===== src/rtl/mcycle_ctrl.sv =====
// Multi-cycle MIPS-style control FSM: sequences fetch/decode/execute/memory/writeback,
// with bounded waits on memory and the mul/div unit and a single-cycle exception state.
module mcycle_ctrl #(
    parameter int MEM_TIMEOUT = 15,
    parameter int MD_TIMEOUT  = 40,
    parameter bit BYTE_EN     = 1'b1
) (
    input  logic       clk,
    input  logic       reset,
    input  logic [5:0] opcode,
    input  logic [5:0] funct,
    input  logic       mem_ready,
    input  logic       overflow,
    input  logic       md_done,
    output logic       pc_write,
    output logic       pc_write_cond,
    output logic       mem_read,
    output logic       mem_write,
    output logic       byte_sel,
    output logic       i_or_d,
    output logic       ir_write,
    output logic       reg_write,
    output logic       md_start,
    output logic       epc_write,
    output logic [2:0] pc_src,
    output logic [1:0] reg_dst,
    output logic [2:0] mem_to_reg,
    output logic [2:0] alu_op,
    output logic [1:0] alu_src_a,
    output logic [1:0] alu_src_b,
    output logic [1:0] exc_cause,
    output logic [3:0] state_o
);

    typedef enum logic [3:0] {
        S_RESET, S_FETCH, S_DECODE, S_EXEC_R, S_WB_R, S_EXEC_I, S_WB_I, S_MEM_ADDR,
        S_MEM_RD, S_MEM_WR, S_WB_MEM, S_BRANCH, S_JUMP, S_JR, S_MULDIV, S_EXC
    } state_t;

    localparam logic [5:0] OP_RTYPE = 6'b000000, OP_ADDI = 6'b001000;
    localparam logic [5:0] OP_BEQ   = 6'b000100, OP_BNE  = 6'b000101;
    localparam logic [5:0] OP_J     = 6'b000010, OP_JAL  = 6'b000011;
    localparam logic [5:0] OP_LW    = 6'b100011, OP_SW   = 6'b101011;
    localparam logic [5:0] OP_LB    = 6'b100000, OP_SB   = 6'b101000;
    localparam logic [5:0] F_ADD = 6'b100000, F_SUB = 6'b100010, F_AND  = 6'b100100;
    localparam logic [5:0] F_SLT = 6'b101010, F_JR  = 6'b001000;
    localparam logic [5:0] F_MULT = 6'b011000, F_DIV = 6'b011010;

    localparam int MAX_TO = (MEM_TIMEOUT > MD_TIMEOUT) ? MEM_TIMEOUT : MD_TIMEOUT;
    localparam int CNT_W  = $clog2(MAX_TO + 1);
    // The last allowed low cycle is TIMEOUT-1 counted from zero.
    localparam logic [CNT_W-1:0] MEM_LAST = CNT_W'(MEM_TIMEOUT - 1);
    localparam logic [CNT_W-1:0] MD_LAST  = CNT_W'(MD_TIMEOUT - 1);

    state_t           state_q, state_d;
    logic [CNT_W-1:0] cnt_q, cnt_d;
    logic [1:0]       cause_q, cause_d;
    logic             wait_inc;
    logic             is_byte, is_load, is_store;

    assign is_byte  = BYTE_EN && ((opcode == OP_LB) || (opcode == OP_SB));
    assign is_load  = (opcode == OP_LW) || (BYTE_EN && (opcode == OP_LB));
    assign is_store = (opcode == OP_SW) || (BYTE_EN && (opcode == OP_SB));

    always_ff @(posedge clk) begin
        if (reset) begin
            state_q <= S_RESET;
            cnt_q   <= '0;
            cause_q <= 2'b00;
        end else begin
            state_q <= state_d;
            cnt_q   <= cnt_d;
            cause_q <= cause_d;
        end
    end

    always_comb begin
        state_d       = state_q;
        cause_d       = cause_q;
        wait_inc      = 1'b0;
        pc_write      = 1'b0;
        pc_write_cond = 1'b0;
        mem_read      = 1'b0;
        mem_write     = 1'b0;
        byte_sel      = 1'b0;
        i_or_d        = 1'b0;
        ir_write      = 1'b0;
        reg_write     = 1'b0;
        md_start      = 1'b0;
        epc_write     = 1'b0;
        pc_src        = 3'b000;
        reg_dst       = 2'b00;
        mem_to_reg    = 3'b000;
        alu_op        = 3'b000;
        alu_src_a     = 2'b00;
        alu_src_b     = 2'b00;

        unique case (state_q)
            S_RESET: state_d = S_FETCH;
            S_FETCH: begin
                mem_read = 1'b1;
                if (mem_ready) begin
                    ir_write  = 1'b1;
                    pc_write  = 1'b1;
                    alu_src_b = 2'b01;
                    alu_op    = 3'b001;
                    state_d   = S_DECODE;
                end else if (cnt_q == MEM_LAST) begin
                    state_d = S_EXC;
                    cause_d = 2'b11;
                end else begin
                    wait_inc = 1'b1;
                end
            end
            S_DECODE: begin
                alu_src_b = 2'b11;
                alu_op    = 3'b001;
                state_d   = S_EXC;
                cause_d   = 2'b01;
                if (opcode == OP_RTYPE) begin
                    if (funct == F_ADD || funct == F_SUB || funct == F_AND || funct == F_SLT)
                        state_d = S_EXEC_R;
                    else if (funct == F_JR)
                        state_d = S_JR;
                    else if (funct == F_MULT || funct == F_DIV)
                        state_d = S_MULDIV;
                end else if (opcode == OP_ADDI)
                    state_d = S_EXEC_I;
                else if (opcode == OP_BEQ || opcode == OP_BNE)
                    state_d = S_BRANCH;
                else if (opcode == OP_J || opcode == OP_JAL)
                    state_d = S_JUMP;
                else if (is_load || is_store)
                    state_d = S_MEM_ADDR;
                if (state_d != S_EXC)
                    cause_d = cause_q;
            end
            S_EXEC_R: begin
                alu_src_a = 2'b01;
                case (funct)
                    F_ADD:   alu_op = 3'b001;
                    F_SUB:   alu_op = 3'b010;
                    F_AND:   alu_op = 3'b011;
                    F_SLT:   alu_op = 3'b100;
                    default: alu_op = 3'b000;
                endcase
                if (overflow && (funct == F_ADD || funct == F_SUB)) begin
                    state_d = S_EXC;
                    cause_d = 2'b10;
                end else begin
                    state_d = S_WB_R;
                end
            end
            S_WB_R: begin
                reg_write = 1'b1;
                reg_dst   = 2'b01;
                state_d   = S_FETCH;
            end
            S_EXEC_I: begin
                alu_src_a = 2'b01;
                alu_src_b = 2'b10;
                alu_op    = 3'b001;
                if (overflow) begin
                    state_d = S_EXC;
                    cause_d = 2'b10;
                end else begin
                    state_d = S_WB_I;
                end
            end
            S_WB_I: begin
                reg_write = 1'b1;
                state_d   = S_FETCH;
            end
            S_MEM_ADDR: begin
                alu_src_a = 2'b01;
                alu_src_b = 2'b10;
                alu_op    = 3'b001;
                state_d   = is_load ? S_MEM_RD : S_MEM_WR;
            end
            S_MEM_RD, S_MEM_WR: begin
                i_or_d    = 1'b1;
                mem_read  = (state_q == S_MEM_RD);
                mem_write = (state_q == S_MEM_WR);
                byte_sel  = is_byte;
                if (mem_ready) begin
                    state_d = (state_q == S_MEM_RD) ? S_WB_MEM : S_FETCH;
                end else if (cnt_q == MEM_LAST) begin
                    state_d = S_EXC;
                    cause_d = 2'b11;
                end else begin
                    wait_inc = 1'b1;
                end
            end
            S_WB_MEM: begin
                reg_write  = 1'b1;
                mem_to_reg = 3'b001;
                state_d    = S_FETCH;
            end
            S_BRANCH: begin
                pc_write_cond = 1'b1;
                alu_src_a     = 2'b01;
                alu_op        = 3'b010;
                pc_src        = 3'b001;
                state_d       = S_FETCH;
            end
            S_JUMP: begin
                pc_write = 1'b1;
                pc_src   = 3'b010;
                if (opcode == OP_JAL) begin
                    reg_write  = 1'b1;
                    reg_dst    = 2'b10;
                    mem_to_reg = 3'b011;
                end
                state_d = S_FETCH;
            end
            S_JR: begin
                pc_write = 1'b1;
                pc_src   = 3'b011;
                state_d  = S_FETCH;
            end
            S_MULDIV: begin
                // Counter is zero only in the first MULDIV cycle, since every later cycle follows a low md_done.
                md_start = (cnt_q == '0);
                if (md_done) begin
                    state_d = S_FETCH;
                end else if (cnt_q == MD_LAST) begin
                    state_d = S_EXC;
                    cause_d = 2'b11;
                end else begin
                    wait_inc = 1'b1;
                end
            end
            S_EXC: begin
                epc_write = 1'b1;
                pc_write  = 1'b1;
                pc_src    = 3'b100;
                state_d   = S_FETCH;
            end
            default: state_d = S_RESET;
        endcase

        if (state_d == S_FETCH && state_q != S_FETCH)
            cause_d = 2'b00;
        cnt_d = (state_d != state_q) ? '0 : (wait_inc ? cnt_q + CNT_W'(1) : cnt_q);

        exc_cause = cause_q;
        state_o   = state_q;
        if (reset) begin
            pc_write      = 1'b0;
            pc_write_cond = 1'b0;
            mem_read      = 1'b0;
            mem_write     = 1'b0;
            byte_sel      = 1'b0;
            i_or_d        = 1'b0;
            ir_write      = 1'b0;
            reg_write     = 1'b0;
            md_start      = 1'b0;
            epc_write     = 1'b0;
            pc_src        = 3'b000;
            reg_dst       = 2'b00;
            mem_to_reg    = 3'b000;
            alu_op        = 3'b000;
            alu_src_a     = 2'b00;
            alu_src_b     = 2'b00;
            exc_cause     = 2'b00;
            state_o       = 4'd0;
        end
    end

endmodule

===== config.mk =====
export PLATFORM = sky130hd
export DESIGN_NAME = mcycle_ctrl
export DESIGN_NICKNAME = d
export VERILOG_FILES = /design/src/rtl/mcycle_ctrl.sv
export SDC_FILE = /design/constraint.sdc
export NUM_CORES = 1
export LEC_CHECK = 0
export ABC_AREA = 1
export ABC_CLOCK_PERIOD_IN_PS = 4300
export BUFFER_PORTS_ARGS = -buffer_cell sky130_fd_sc_hd__buf_2
export CORE_ASPECT_RATIO = 1.75
export CORE_MARGIN = 2
export CORE_UTILIZATION = 45
export CTS_CLUSTER_DIAMETER = 120
export DETAILED_ROUTE_END_ITERATION = 6
export GPL_TIMING_DRIVEN = 0
export PLACE_DENSITY = 0.81
export REMOVE_ABC_BUFFERS = 1
export SYNTH_ARGS = -nofsm -noshare
export SYNTH_HDL_FRONTEND = slang
export SYNTH_SLANG_ARGS = --single-unit

===== constraint.sdc =====
create_clock -name clk -period 4.3 [get_ports clk]
set_input_delay 0.86 -clock clk [delete_from_list [all_inputs] [get_ports clk]]
set_output_delay 0.86 -clock clk [all_outputs]
set_load 0.01 [all_outputs]

==> results of run 1 <==
## power by group through the flow
stage	clock [mW]	combinational, mW	sequential, mW
finish	0.0979	0.565	0.186
floorplan	0	0.439	0.175
CTS	0.0999	0.567	0.185
global placement	0	0.557	0.188
global route	0.106	0.637	0.190
detailed placement	0	0.563	0.187
## flip-flops by register name, summed over array words and instances, names as in the netlist
signal / count
state_q: 4
cnt_q: 6
cause_q: 2
## cell usage after synthesis, types with 5 or more instances
| cell type | count |
|---|---|
| nand3_1 | 35 |
| inv_1 | 43 |
| nor3_1 | 8 |
| nor2_1 | 38 |
| nand4_1 | 5 |
| nand2_2 | 7 |
| dfxtp_1 | 12 |
| nand2_1 | 51 |
| nor2_4 | 10 |
| a21oi_1 | 9 |
| inv_2 | 6 |
| o21ai_0 | 6 |
## routing by layer
metal  up-vias  global-route usage [%]
met5         -                       0
met4         0                    11.6
met3        13                    1.32
met2        49                    42.8
met1       808                    20.4
li1        936                       -
## worst max-delay path by stage
| stage | endpoint | cells after the start | from |
|---|---|---|---|
| after global routing | reg_write | 7 | reset |
| after detailed placement | reg_write | 7 | reset |
| after CTS | reg_write | 7 | reset |
| after global placement | reg_write | 7 | reset |
| final | reg_write | 7 | reset |
| after floorplan | reg_write | 5 | reset |
## kinds of logic after synthesis
| family | count (synthesis) | share of synthesized area (%) |
|---|---|---|
| compound gates | 27 | 11.4 |
| fa+ha+maj | 3 | 2.43 |
| buf+inv | 57 | 14.8 |
| flops | 12 | 15.6 |
| other cells | 1 | 0.243 |
| simple gates | 168 | 55.5 |
## layout make-up
type	instances	area, um2	share of cell area (%)
Sequential cell	12	240	13.1
Tap cell	45	56.3	3.08
Clock buffer	3	41.3	2.26
Inverter	50	188	10.3
Timing Repair Buffer	45	225	12.3
Multi-Input combinational cell	200	1080	59.0
## worst register-to-register path: cells and delay by family, from the launching register on
family                 cells  cell delay [ps]
AND/OR/NAND/NOR           10             1050
flip-flops                 1              600
buffers and inverters      1              160
==> results.py, run 1 <==
metrics = {
    "power_and_ir_drop": {
        "power.density_nw_per_um2": 464,
        "p_sw_mw": 0.451,
        "switching_share_pct": 53.1,
        "ir_worst_vdd_mv": 0.245,
        "p_leak_nw": 0.969,
        "p_seq_share_pct": 21.9,
        "internal-power_mw": 0.398,
        "pwr-share-comb_pct": 66.6,
        "total_power_mw": 0.849,
        "power.clock.fraction_pct": 11.5,
    },
    "setup_path": {
        "r2r_end": "cause_q[0]$_SDFFE_PP0P_",
        "crit_fanout": 25,
        "r2r_start": "state_q[0]$_SDFF_PP0_",
        "startpoint_type": "primary input",
        "slowest_delay_ps": 320,
        "end_kind": "output port",
        "crit_path_top_delay_cell": "nor3_2",
        "r2r_cells": 11,
        "path_cells": "buf_2 > nor3_2 > nand2_1 > nor3_2 > o21bai_1 > a31o_2 > buf_2",
        "crit_buf_inv": 2,
        "r2r_slack_ps": 2380,
        "required_ps": 3440,
        "critical_path_class": "primary input to output port",
        "worstPathArrival_ps": 2170,
        "critical-path-top-delay-family": "simple AND/OR/NAND/NOR gates",
    },
    "placed_design": {
        "place.gp.congestion": 0.916,
        "hpwlAfterDp_mm": 3.43,
        "dpl_cell_area_um2": 1790,
        "io_buffers": 45,
        "dp_worst_setup_slack_ps": 1250,
        "place_inst": 352,
    },
    "final_layout": {
        "fin_nets": 332,
        "finish.utilization_pct": 55.0,
        "finish.instance_area_um2": 1830,
        "final_cells": 355,
        "layout_common_cells": "51 x nand2_1, 45 x buf_2, 43 x inv_1, 38 x nor2_1, 35 x nand3_1",
        "synthToLayoutAreaGrowth_pct": 18.5,
        "drive_gt1_share_pct": 27.4,
        "final_common_cell": "nand2_1",
        "fillers": 350,
        "antenna_cells": 0,
    },
    "logic_synthesis": {
        "yosysSeqAreaShare_pct": 15.6,
        "yosysTopAreaCell": "dfxtp_1",
        "ys_async_sr_fraction_pct": 0,
        "yosysUniqueCellTypes": 33,
        "yosys_warnings": 0,
        "ys.flop_type": "dfxtp_1",
        "synth_edf_count": 0,
        "yosysTopAreaCellShare_pct": 15.6,
        "netlist_instances": 268,
        "syn_avg_cell_area_um2": 5.76,
        "ys_top_cells_by_area": "dfxtp_1 16%, nand2_1 12%, nand3_1 11%",
        "ys_ff_latch": 12,
        "synthesis.area_um2": 1540,
    },
    "sta": {
        "finalSetupViolations": 0,
        "grt_setup_unrepaired": "no",
        "hold_viol_final": 0,
        "clock_skew_ps": 1.26,
        "min_period_ps": 3030,
        "fmax_mhz": 330,
        "fin_setup_tns_ps": 0,
        "worst_slack_ps": 1270,
        "maxSlewViolCount": 0,
        "worst_hold_slack_ps": 511,
        "finalCritPeriodShare_pct": 70.5,
    },
    "floorplanning": {
        "fp.dieH_um": 81.5,
        "coreArea_um2": 3330,
        "die-area_um2": 3930,
        "die_x_um": 48.3,
        "num_io_pins": 48,
        "initial_core_util_pct": 46.4,
        "placementRows": 28,
    },
    "global_routing": {
        "grt_pass1_wl_mm": 6.32,
        "grt_pass1_vias": 1613,
        "grt_use_total_pct": 22.0,
        "overflow": 0,
        "grt_max_degree": 26,
        "antenna_found_initial": 0,
    },
    "route": {
        "dr.pass1.iters": 4,
        "wire_per_inst_um": 11.5,
        "wl_met2_mm": 2.27,
        "top_layer_used": "met4",
        "routed_wl_mm": 4.07,
        "drc": 0,
        "via_per_inst": 5.09,
        "met1Wirelength_mm": 1.52,
        "dr_wl_met3_um": 114,
        "drt_iter0_markers": 61,
        "dr_total_vias": 1806,
        "ant_nets": 0,
    },
    "cts": {
        "clkSinkCount": 12,
        "htree_levels": 1,
        "tritoncts": "yes",
        "holdBufCountCts": 0,
        "postCtsSetupBuffers": 0,
        "cts-root-buf": "clkbuf_8",
        "clk_pin_slew_ps": 50,
        "numCtsBuffers": 3,
        "clk_latency_ps": 240,
        "cts_max_path_buffers": 2,
        "cts_resized": 0,
    },
    "worst_hold_path": {
        "hold_class": "flop to flop",
        "hold_end": "cnt_q[2]$_SDFFE_PP0P_",
        "min_path_cells": 2,
        "hp-start": "cnt_q[2]$_SDFFE_PP0P_",
    },
    "job": {
        "maxCapViolCount": 0,
    },
    "status": {
        "outcome": "completed",
    },
}
Note: power is estimated with default switching activity, not from simulation.
==> run 2: changes to the inputs <==
Settings changed: ABC_AREA 1 to 0, ABC_CLOCK_PERIOD_IN_PS 4300 to 2500, PLACE_DENSITY 0.81 to 0.83.
Clock period 4.3 ns to 2.5 ns, I/O delays scaled along.
==> results.py, run 2 <==
metrics = {
    "sta": {
        "grt_setup_unrepaired": "yes",
        "worst_slack_ps": 46.3,
        "finalSetupViolations": 0,
        "worst_hold_slack_ps": 487,
        "max_slew_margin_pct": 55.3,
        "min_period_ps": 2450,
        "tightestPinTransition_ps": 651,
        "finalCritPeriodShare_pct": 98.1,
        "clock_skew_ps": 2.24,
        "maxSlewViolCount": 0,
        "hold_viol_final": 0,
        "fmax_mhz": 408,
    },
    "final_layout": {
        "layout_common_cells": "43 x buf_2, 23 x nor2_1, 15 x nand2_1, 9 x nand3_1, 9 x nor2b_1",
        "synthToLayoutAreaGrowth_pct": 19.4,
        "finish.instance_area_um2": 1860,
        "finish.utilization_pct": 55.8,
        "drive_gt1_share_pct": 31.6,
        "largest_register_ffs": 6,
        "regMostFlops": "cnt_q",
        "antenna_cells": 0,
        "final_common_cell": "buf_2",
        "fin_nets": 268,
        "largest_registers": "cnt_q (6), state_q (4), cause_q (2)",
        "multiInputGateArea_um2": 1230,
        "regArea_um2": 248,
        "fillers": 320,
    },
    "floorplanning": {
        "die-area_um2": 3960,
        "initial_core_util_pct": 46.7,
        "placementRows": 28,
        "die_x_um": 48.4,
        "coreArea_um2": 3330,
        "fp.dieH_um": 81.8,
        "num_io_pins": 48,
    },
    "logic_synthesis": {
        "syn_avg_cell_area_um2": 7.34,
        "synthMostInstantiatedCell": "nor2_1",
        "ys_top_cells_by_area": "dfxtp_1 15%, nor2_1 5.8%, nor2b_1 4.0%",
        "synth_edf_count": 0,
        "synthesis.area_um2": 1560,
        "yosys_warnings": 0,
        "netlist_instances": 212,
        "yosysSeqAreaShare_pct": 15.4,
        "ys_ff_latch": 12,
        "yosysUniqueCellTypes": 62,
        "ys.flop_type": "dfxtp_1",
        "ys_async_sr_fraction_pct": 0,
        "yosysTopAreaCell": "dfxtp_1",
        "synth_common_cells": "24 x nor2_1, 16 x nand2_1, 12 x dfxtp_1",
        "yosysTopAreaCellShare_pct": 15.4,
    },
    "route": {
        "routed_wl_mm": 4.66,
        "dr.pass1.iters": 4,
        "drc": 0,
        "dr_total_vias": 1820,
        "via_per_inst": 6.23,
        "wire_per_inst_um": 15.9,
        "ant_nets": 0,
        "drt_iter0_markers": 76,
    },
    "worst_hold_path": {
        "hold_class": "flop to flop",
        "min_path_cells": 1,
        "hp-start": "cause_q[1]$_SDFFE_PP0P_",
        "hold_end": "cause_q[1]$_SDFFE_PP0P_",
    },
    "placed_design": {
        "place.gp.congestion": 0.943,
        "dpl_cell_area_um2": 1730,
        "hpwlAfterDp_mm": 3.52,
        "dp_worst_setup_slack_ps": -220,
        "io_buffers": 45,
    },
    "cts": {
        "tritoncts": "yes",
        "postCtsSetupBuffers": 0,
        "clkSinkCount": 12,
        "cts-root-buf": "clkbuf_8",
        "clk_pin_slew_ps": 50,
        "clk_latency_ps": 240,
        "holdBufCountCts": 0,
        "htree_levels": 1,
        "numCtsBuffers": 3,
        "cts_max_path_buffers": 2,
    },
    "power_and_ir_drop": {
        "p_leak_nw": 0.797,
        "power.clock.fraction_pct": 13.2,
        "switching_share_pct": 51.5,
        "pwr-share-comb_pct": 61.2,
        "p_sw_mw": 0.836,
        "p_seq_share_pct": 25.5,
        "ir_worst_vdd_mv": 0.514,
        "internal-power_mw": 0.789,
        "power.density_nw_per_um2": 875,
    },
    "global_routing": {
        "grt_pass1_vias": 1703,
        "grt_max_degree": 26,
        "grt_use_total_pct": 23.5,
        "overflow": 0,
        "antenna_found_initial": 0,
        "grt_pass1_wl_mm": 7.43,
    },
    "setup_path": {
        "crit_fanout": 6,
        "r2r_start": "state_q[2]$_SDFF_PP0_",
        "r2r_cells": 6,
        "startpoint_type": "primary input",
        "critical_path_class": "primary input to flop",
        "worstPathArrival_ps": 2550,
        "r2r_end": "cause_q[1]$_SDFFE_PP0P_",
        "r2r_slack_ps": 230,
        "required_ps": 2600,
        "end_kind": "flop",
    },
    "status": {
        "outcome": "completed",
    },
    "job": {
        "maxCapViolCount": 0,
    },
}
run 2: cell count changes after synthesis, sizes merged, moves of 4 or more:
cell / previous run / this run
clkbuf: 3 / 10
xnor2: 0 / 5
inv: 49 / 7
nand2: 60 / 16
nor2: 49 / 24
nand4: 5 / 1
nor4: 4 / 10
and3: 0 / 5
nand3: 39 / 9
mux2i: 0 / 4
nor3b: 0 / 6
nor2b: 0 / 10
run 2: layer usage:
layer / global-route usage, % / wire length [um] / share of wire (%)
met3: 2.91 / 205 / 4.4
met1: 23.2 / 1700 / 36
met4: 14.6 / 205 / 4.4
met5: 0 / 0 / 0
met2: 46.3 / 2550 / 55
run 2: area by class of cell:
class / instances / share of cell area (%)
multi-input cells: 179 / 66.4
well taps: 45 / 3.03
clock buffers: 4 / 2.96
inverters: 7 / 1.42
repair buffers: 45 / 12.8
flip-flops and latches: 12 / 13.3
run 2: what timing repair did:
action                     in CTS  in global routing
pin swaps                       0                  1
setup endpoints to repair      11                 11
hold endpoints to repair        0                  0
cloned                          0                  0
resized for setup               5                 17
run 2: logic make-up after synthesis:
| group | count (synthesis) | share of synthesized area [%] |
|---|---|---|
| AND/OR/NAND/NOR | 115 | 43.0 |
| AO/OA/AOI/OAI | 48 | 23.3 |
| buffers and inverters | 22 | 9.09 |
| flip-flops | 12 | 15.4 |
| XOR/XNOR | 7 | 3.94 |
| multiplexers | 4 | 2.57 |
| adder cells (fa/ha/maj) | 3 | 2.41 |
| other | 1 | 0.241 |
run 2: worst max-delay path by stage:
stage	start	endpoint	slack (ps)	cells after the start
floorplan	opcode[3]	cnt_q[0]$_SDFFE_PP0P_	40	6
global placement	opcode[3]	cnt_q[4]$_SDFFE_PP0P_	-210	7
detailed placement	opcode[3]	cnt_q[2]$_SDFFE_PP0P_	-220	7
CTS	opcode[3]	reg_write	10	7
global route	opcode[3]	cnt_q[2]$_SDFFE_PP0P_	-10	7
finish	opcode[3]	cnt_q[2]$_SDFFE_PP0P_	50	7
run 2: power groups by stage:
| stage | sequential, mW | clock, mW | combinational, mW |
|---|---|---|---|
| 6_report | 0.415 | 0.215 | 0.995 |
| 5_1_grt | 0.429 | 0.225 | 1.09 |
| 4_1_cts | 0.404 | 0.220 | 0.912 |
| 3_5_place_dp | 0.401 | 0 | 0.908 |
| 3_3_place_gp | 0.398 | 0 | 0.897 |
| 2_1_floorplan | 0.347 | 0 | 0.669 |
run 2: metrics by stage:
step | power (mW) | std cells | setup TNS, ps
5_1_grt | 1.75 | 292 | -18.5
3_3_place_gp | 1.30 | 288 | -1490
6_report | 1.62 | 292 | 0
3_5_place_dp | 1.31 | 288 | -1650
4_1_cts | 1.54 | 292 | 0
2_1_floorplan | 1.02 | 198 | 0
run 2: worst max-delay path, cell delays in order:
cell and delay, ps:
buf_6 100, or4_4 550, or4b_4 510, o311a_4 350, o21a_1 220, o21ai_4 230, nor4_1 80
